[config.mk]
export PLATFORM = sky130hd
export DESIGN_NAME = hit_input_fifo
export DESIGN_NICKNAME = d
export VERILOG_FILES = /design/src/rtl/hit_input_fifo.sv
export SDC_FILE = /design/constraint.sdc
export NUM_CORES = 1
export LEC_CHECK = 0
export CAP_MARGIN = 20
export CORE_UTILIZATION = 55
export CTS_CLUSTER_SIZE = 8
export DETAILED_ROUTE_END_ITERATION = 7
export PLACE_DENSITY = 0.74
export SLEW_MARGIN = 0
export SYNTH_ARGS = -nofsm -noshare
export SYNTH_HDL_FRONTEND = slang
export SYNTH_SLANG_ARGS = --single-unit
export TNS_END_PERCENT = 50
[constraint.sdc]
create_clock -name clock -period 3.9 [get_ports clock]
set_clock_uncertainty 0.15 [all_clocks]
set_input_delay 0.78 -clock clock [delete_from_list [all_inputs] [get_ports clock]]
set_output_delay 0.78 -clock clock [all_outputs]
set_load 0.05 [all_outputs]
[src/rtl/hit_input_fifo.sv]
// Circular hit buffer in front of BlockMemoryStorage: queues (SSID, hitInfo) pairs and
// hands them to storage one at a time as an ISSUE strobe followed by a HOLDOFF dead cycle.
module hit_input_fifo #(
  parameter int SSIDBITS  = 11,
  parameter int NCOLS_HLM = 16,
  parameter int DEPTH     = 16,
  parameter int ADDRBITS  = 4
) (
  input  logic                 clock,
  input  logic                 clearMemory,
  input  logic                 inValid,
  input  logic [SSIDBITS-1:0]  inSSID,
  input  logic [NCOLS_HLM-1:0] inHitInfo,
  output logic                 inReady,
  input  logic                 storageReady,
  output logic [SSIDBITS-1:0]  SSID,
  output logic [NCOLS_HLM-1:0] hitInfo,
  output logic                 newAddress,
  output logic [ADDRBITS:0]    count,
  output logic                 overflow
);

  localparam logic [ADDRBITS:0] FULL_CNT = (ADDRBITS+1)'(DEPTH);

  typedef enum logic [1:0] {S_IDLE, S_ISSUE, S_HOLDOFF} state_t;

  logic [SSIDBITS-1:0]  r_mem_ssid [DEPTH];
  logic [NCOLS_HLM-1:0] r_mem_hit  [DEPTH];
  logic [ADDRBITS-1:0]  r_wr_ptr;
  logic [ADDRBITS-1:0]  r_rd_ptr;
  logic [ADDRBITS:0]    r_count;
  logic                 r_overflow;
  logic [SSIDBITS-1:0]  r_ssid;
  logic [NCOLS_HLM-1:0] r_hit;
  state_t               r_state;
  state_t               w_state_nxt;

  logic w_full;
  logic w_empty;
  logic w_push;
  logic w_pop;

  // full/empty come from the registered count, so a pop never frees space for a same-cycle push
  assign w_full  = (r_count == FULL_CNT);
  assign w_empty = (r_count == '0);
  assign w_push  = inValid && !w_full;
  assign w_pop   = (r_state == S_IDLE) && storageReady && !w_empty;

  assign inReady    = !w_full;
  assign count      = r_count;
  assign overflow   = r_overflow;
  assign SSID       = r_ssid;
  assign hitInfo    = r_hit;
  assign newAddress = (r_state == S_ISSUE);

  always_ff @(posedge clock) begin
    if (w_push) begin
      r_mem_ssid[r_wr_ptr] <= inSSID;
      r_mem_hit[r_wr_ptr]  <= inHitInfo;
    end
  end

  always_ff @(posedge clock) begin
    if (clearMemory) begin
      r_wr_ptr   <= '0;
      r_rd_ptr   <= '0;
      r_count    <= '0;
      r_overflow <= 1'b0;
      r_ssid     <= '0;
      r_hit      <= '0;
      r_state    <= S_IDLE;
    end else begin
      r_state <= w_state_nxt;
      if (w_push) r_wr_ptr <= r_wr_ptr + ADDRBITS'(1);
      if (w_pop) begin
        r_rd_ptr <= r_rd_ptr + ADDRBITS'(1);
        r_ssid   <= r_mem_ssid[r_rd_ptr];
        r_hit    <= r_mem_hit[r_rd_ptr];
      end
      if (w_push && !w_pop)      r_count <= r_count + (ADDRBITS+1)'(1);
      else if (w_pop && !w_push) r_count <= r_count - (ADDRBITS+1)'(1);
      if (inValid && w_full) r_overflow <= 1'b1;
    end
  end

  always_comb begin
    w_state_nxt = r_state;
    case (r_state)
      S_IDLE:    if (w_pop) w_state_nxt = S_ISSUE;
      S_ISSUE:   w_state_nxt = S_HOLDOFF;
      S_HOLDOFF: w_state_nxt = S_IDLE;
      default:   w_state_nxt = S_IDLE;
    endcase
  end

endmodule

* Word level (Yosys, flattened, before mapping)
Memory sizes are Yosys's and may differ from the RTL's. A register that Yosys moved wholly into a read port is not among the register bits.
Index checks and enable logic that the tools add are counted.
** Word-level totals
- Register bits after elaboration :: 16
- Latch bits :: 0
- Memory bits (writable) :: 432
- Bits in read-only memories :: 0
- Input bits :: 31
- Output and inout bits :: 35
- Logic and storage cells :: 33
- Memories :: 2
** Cells by class
- Add/sub/neg operators :: 4
- Multipliers :: 0
- Divide/modulo/power cells :: 0
- Order comparisons :: 0
- Equal/unequal tests :: 3
- Shifts and indexed selects :: 0
- Multiplexer cells :: 6
- Bitwise gates (word level) :: 0
- Reductions and logical operators :: 13
** Memory list
- r_mem_hit :: words 16, width 16, read ports 1, clocked after memory_dff 1, write ports 1, RTL line 28 : logic [NCOLS_HLM-1:0] r_mem_hit [DEPTH];
- r_mem_ssid :: words 16, width 11, read ports 1, clocked after memory_dff 1, write ports 1, RTL line 27 : logic [SSIDBITS-1:0] r_mem_ssid [DEPTH];
** Operators by type and width (number)
- $mux 5 :: 2
- $add 4x1->4 const B :: 2
- $logic_and 1x1->1 :: 6
- $add 5x1->5 const B :: 1
- $eq 5x5->1 const B :: 1
- $logic_not 5->1 :: 1
- $sub 5x1->5 const B :: 1
- $logic_not 1->1 :: 4
- $pmux 2 s2 :: 1
- $eq 2x1->1 const B :: 1
- $logic_not 2->1 :: 1
- $mux 1 :: 2
- $mux 2 :: 1
- $ne 2x2->1 const B :: 1
- $reduce_bool 2->1 :: 1

* Depth between registers and ports, before layout
- Word-level depth :: 7
- Mapped depth :: 11
- Mapped depth without buffers :: 11

* Least setup slack after synthesis
No wires, ideal clock.
- Path kind :: register to register
- Start :: register r_count[0], in the netlist count[0]
- End :: memory r_mem_hit[3][0] (enable)
- Library setup time :: 0.445 ns
- Arrival time :: 3.286 ns
- Required time :: 3.305 ns
- Setup slack :: 0.019 ns
- Stages on the path, launching flop included :: 5
- Buffers on the path :: 0
- Clock period less this slack :: 3.881 ns
- Cells stage by stage :: dfxtp_1 -> nor4_1 -> a21boi_2 -> nand2_1 -> nor3_1
** Between the ends
- Word-level cells in the longest chain between the ends :: 5
** Ends and longest elaborated chain
- from (decl) :: RTL line 31 : logic [ADDRBITS:0] r_count;
- from (signal assigned) :: RTL line 80 : if (w_push && !w_pop) r_count <= r_count + (ADDRBITS+1)'(1);
- from (signal assigned) :: RTL line 81 : else if (w_pop && !w_push) r_count <= r_count - (ADDRBITS+1)'(1);
- $eq 5x5->1 :: RTL line 44 : assign w_full = (r_count == FULL_CNT);
- $logic_not 1->1 :: RTL line 46 : assign w_push = inValid && !w_full;
- $logic_and 1x1->1 :: RTL line 46
- via w_push :: RTL line 40 : logic w_push;
- $mux 1 :: RTL line 57 : if (w_push) begin
- $mux 1 (implied by the code) :: RTL line 59 : r_mem_hit[r_wr_ptr] <= inHitInfo;
- to (decl) :: RTL line 28
The timed path passes the listed nets, and every way through them passes these cells.

* Worst setup path after layout
- Start :: register r_count[0], in the netlist count[0]
- End :: output inReady
** Between the ends
- Word-level cells in the longest chain between the ends :: 2
** Ends and longest elaborated chain
- $eq 5x5->1 :: RTL line 44
- $logic_not 1->1 :: RTL line 49 : assign inReady = !w_full;
- to (decl) :: RTL line 14 : output logic inReady,
No other way between the ends.

==> flow_summary_export.csv <==
group,metric,value,unit
min_path,min_path_cells,2,
outcome,status,"finished clean",
setup_path,r2r_cells,10,
logic_synthesis,synth_compound_gate_area_share,0.0257,
sta,rsz0062_at_grt,"false",
finish,nets,1003,
placement,gp_congestion,0.756,
setup_path,cp.depth,3,
sta,hold_slack,335,ps
setup_path,path_class,"reg -> out",
die,core_area,32500,µm²
route,drt_iter0_markers,847,
clock_tree,cts_tree,"built",
finish,multi_input_area,4120,µm²
logic_synthesis,synth-seq-cells,475,
clock_tree,ctsResizeCount,0,
logic_synthesis,seq_area_frac_synth,0.764,
logic_synthesis,synth_warnings,0,
route,drt_drc_violations_left,0,
grt,grt_max_degree,56,
finish,insertedDiodeCount,0,
logic_synthesis,synth_top_family_by_area,"multiplexers",
die,fp.dieW,183,µm
logic_synthesis,syn_avg_cell_area,21.8,µm²
job,maxCapViolations,0,
die,rows,66,
logic_synthesis,synth-simple-area-share,0.0158,
grt,grt_pass1_vias,9159,
sta,setup_viol,0,
grt,grt_usage,0.232,
setup_path,cp.arrival,2280,ps
clock_tree,cts_made_buffers,69,
finish,syn_to_final_growth,19.5,%
setup_path,critPathSlowestCell,"clkdlybuf4s50_1",
clock_tree,clock_latency,570,ps
placement,hpwl,20.0,mm
clock_tree,cts.sinks,475,
logic_synthesis,synth_xor_area_frac,0.00436,
route,antenna_left,0,
logic_synthesis,syn_inst,831,
sta,finalHoldViolations,0,
setup_path,required,2970,ps
die,initial_utilization,0.558,
clock_tree,clk_pin_slew_worst_paths,50,ps
logic_synthesis,synth.area.top_cells,"edfxtp_1 72%, mux4_2 13%, dfxtp_1 4.8%, mux2_2 1.7%, mux2i_1 1.6%",
sta,tns,0,ps
setup_path,crit_chain,"nor4_1 -> nand2_1 -> clkdlybuf4s50_1",
die,design.portCount,66,
setup_path,crit_family,"buffers and inverters",
logic_synthesis,synth_fa_ha_area_frac,0.00802,
sta,fin_ws,689,ps
clock_tree,htree_levels,3,
finish,num-fill-cells,2059,
setup_path,slowest_delay,710,ps
finish,drive_gt1_frac,0.280,
setup_path,endpoint_kind,"primary output",
finish,seq_area,13800,µm²
sta,maxSlewHeadroom,0.244,
sta,fin_crit_sh,0.823,
route,wl_per_cell,25.5,µm
route,first_pass_iters,5,
setup_path,crit_buf_inv,1,
power_and_ir_drop,ir_drop,461,µV
route,via_count,8666,
grt,antenna_found_initial,0,
power_and_ir_drop,power.density,653,nW/µm²
grt,overflow,0,
logic_synthesis,syn_nets,873,
route,via_per_inst,5.94,
grt,grt_pass1_wl,56.5,mm
logic_synthesis,yosysTopAreaCellShare,0.717,
setup_path,rrSetupSlack,790,ps
power_and_ir_drop,total_power,0.0141,W
logic_synthesis,muxShareOfSynthArea,0.168,
logic_synthesis,synth_top_area_cell,"edfxtp_1",
clock_tree,postCtsSetupBuffers,0,
die,dieArea,33600,µm²
power_and_ir_drop,leakagePower,6.77,nW
setup_path,worstPathMaxFanout,6,
clock_tree,hold_buffers,0,
route,drt-total-wl,37.2,mm
sta,worst_pin_slew,1130,ps
setup_path,start_kind,"flop",
clock_tree,clockRootBuffer,"clkbuf_16",
clock_tree,cts_max_path_buffers,3,
sta,slew_viol_final,0,
die,fp.dieH,183,µm
logic_synthesis,netlist_area,18100,µm²
placement,dp_worst_setup_slack,531,ps
placement,port_buffers,65,
logic_synthesis,synth_cell_type_count,38,
sta,fmax,311,MHz
min_path,hp-class,"reg -> reg",
sta,min_period,3210,ps
[placed cells by master (no fill, tap or decap), types with 4 or more instances in the layout]
cell type	n
clkbuf_1	50
ha_1	10
nor3_2	4
o21ai_1	21
dfxtp_1	40
o21ai_0	6
clkbuf_16	70
a22oi_2	11
nor2_1	19
mux2i_1	29
a21oi_1	6
a22oi_1	16
clkdlybuf4s50_1	65
buf_4	26
inv_1	6
xor2_1	7
mux4_2	108
nor2_4	12
buf_12	9
edfxtp_1	432
nand2_1	10
mux2_2	28
[stage by stage]
| step | cells | cell area, µm² | utilization |
|---|---|---|---|
| global route | 1459 | 21600 | 0.666 |
| global placement | 1332 | 19600 | 0.603 |
| finish | 1459 | 21600 | 0.666 |
| floorplan | 831 | 18100 | - |
| CTS | 1459 | 21600 | 0.666 |
| detailed placement | 1332 | 19600 | 0.603 |
[cell type report]
type	count	area share
multi-input cells	308	0.191
flip-flops and latches	475	0.640
repair buffers	100	0.0475
clock inverters	7	0.00469
well taps	442	0.0256
clock buffers	120	0.0897
inverters	7	0.00145
[routing by layer]
layer | vias to the layer above | track usage | wire length [µm]
met5 | - | 0 | 0
met4 | 0 | 0.0953 | 1180
met3 | 72 | 0.0409 | 2140
met2 | 316 | 0.381 | 18700
met1 | 4548 | 0.311 | 15100
li1 | 3730 | - | -
[sequential cells by signal (all words and copies together), names as in the netlist]
signal and flops:
SSID 11, count 5, hitInfo 16, overflow 1, r_mem_hit 256, r_mem_ssid 176, r_rd_ptr 4, r_state 2
r_wr_ptr 4
[power breakdown]
| group | internal (W) | switching [W] |
|---|---|---|
| clock network | 0.00339 | 0.00214 |
| logic | 0.00115 | 0.00135 |
| registers | 0.00584 | 0.000241 |
| total | 0.0104 | 0.00374 |
[worst register-to-register path, stage by stage, from the launching register on]
cell	delay (ps)
dfxtp_1	360
or4_1	570
o211a_4	310
inv_6	90
ha_1	190
inv_1	120
ha_1	300
a21o_1	160
a21oi_1	200
mux2i_1	220
mux2_2	340
[worst paths after layout]
check	from	to
worst max register to register	count[0]	count[4]
worst min-delay path	overflow	overflow
worst min register to register	overflow	overflow
worst max-delay path	count[0]	inReady
[cell usage after synthesis, drive strengths merged]
| cell | n |
|---|---|
| a21boi | 1 |
| a21o | 1 |
| a21oi | 6 |
| a22oi | 27 |
| a31oi | 1 |
| buf | 25 |
| clkbuf | 16 |
| dfxtp | 43 |
| edfxtp | 432 |
| fa | 1 |
| ha | 10 |
| inv | 7 |
| mux2 | 28 |
| mux2i | 29 |
| mux4 | 108 |
| nand2 | 11 |
| nand2b | 2 |
| nand3 | 1 |
| nand4 | 2 |
| nor2 | 33 |
| nor2b | 3 |
| nor3 | 5 |
| nor4 | 1 |
| o211a | 1 |
| o21ai | 27 |
| or4 | 1 |
| xnor2 | 2 |
| xor2 | 7 |
[kinds of logic after synthesis]
| family | Yosys count |
|---|---|
| flip-flops | 475 |
| XOR/XNOR | 9 |
| AO/OA/AOI/OAI | 64 |
| multiplexers | 165 |
| buffers and inverters | 48 |
| adder cells (fa/ha/maj) | 11 |
| AND/OR/NAND/NOR | 59 |
Note: power is estimated with default switching activity, not from simulation.
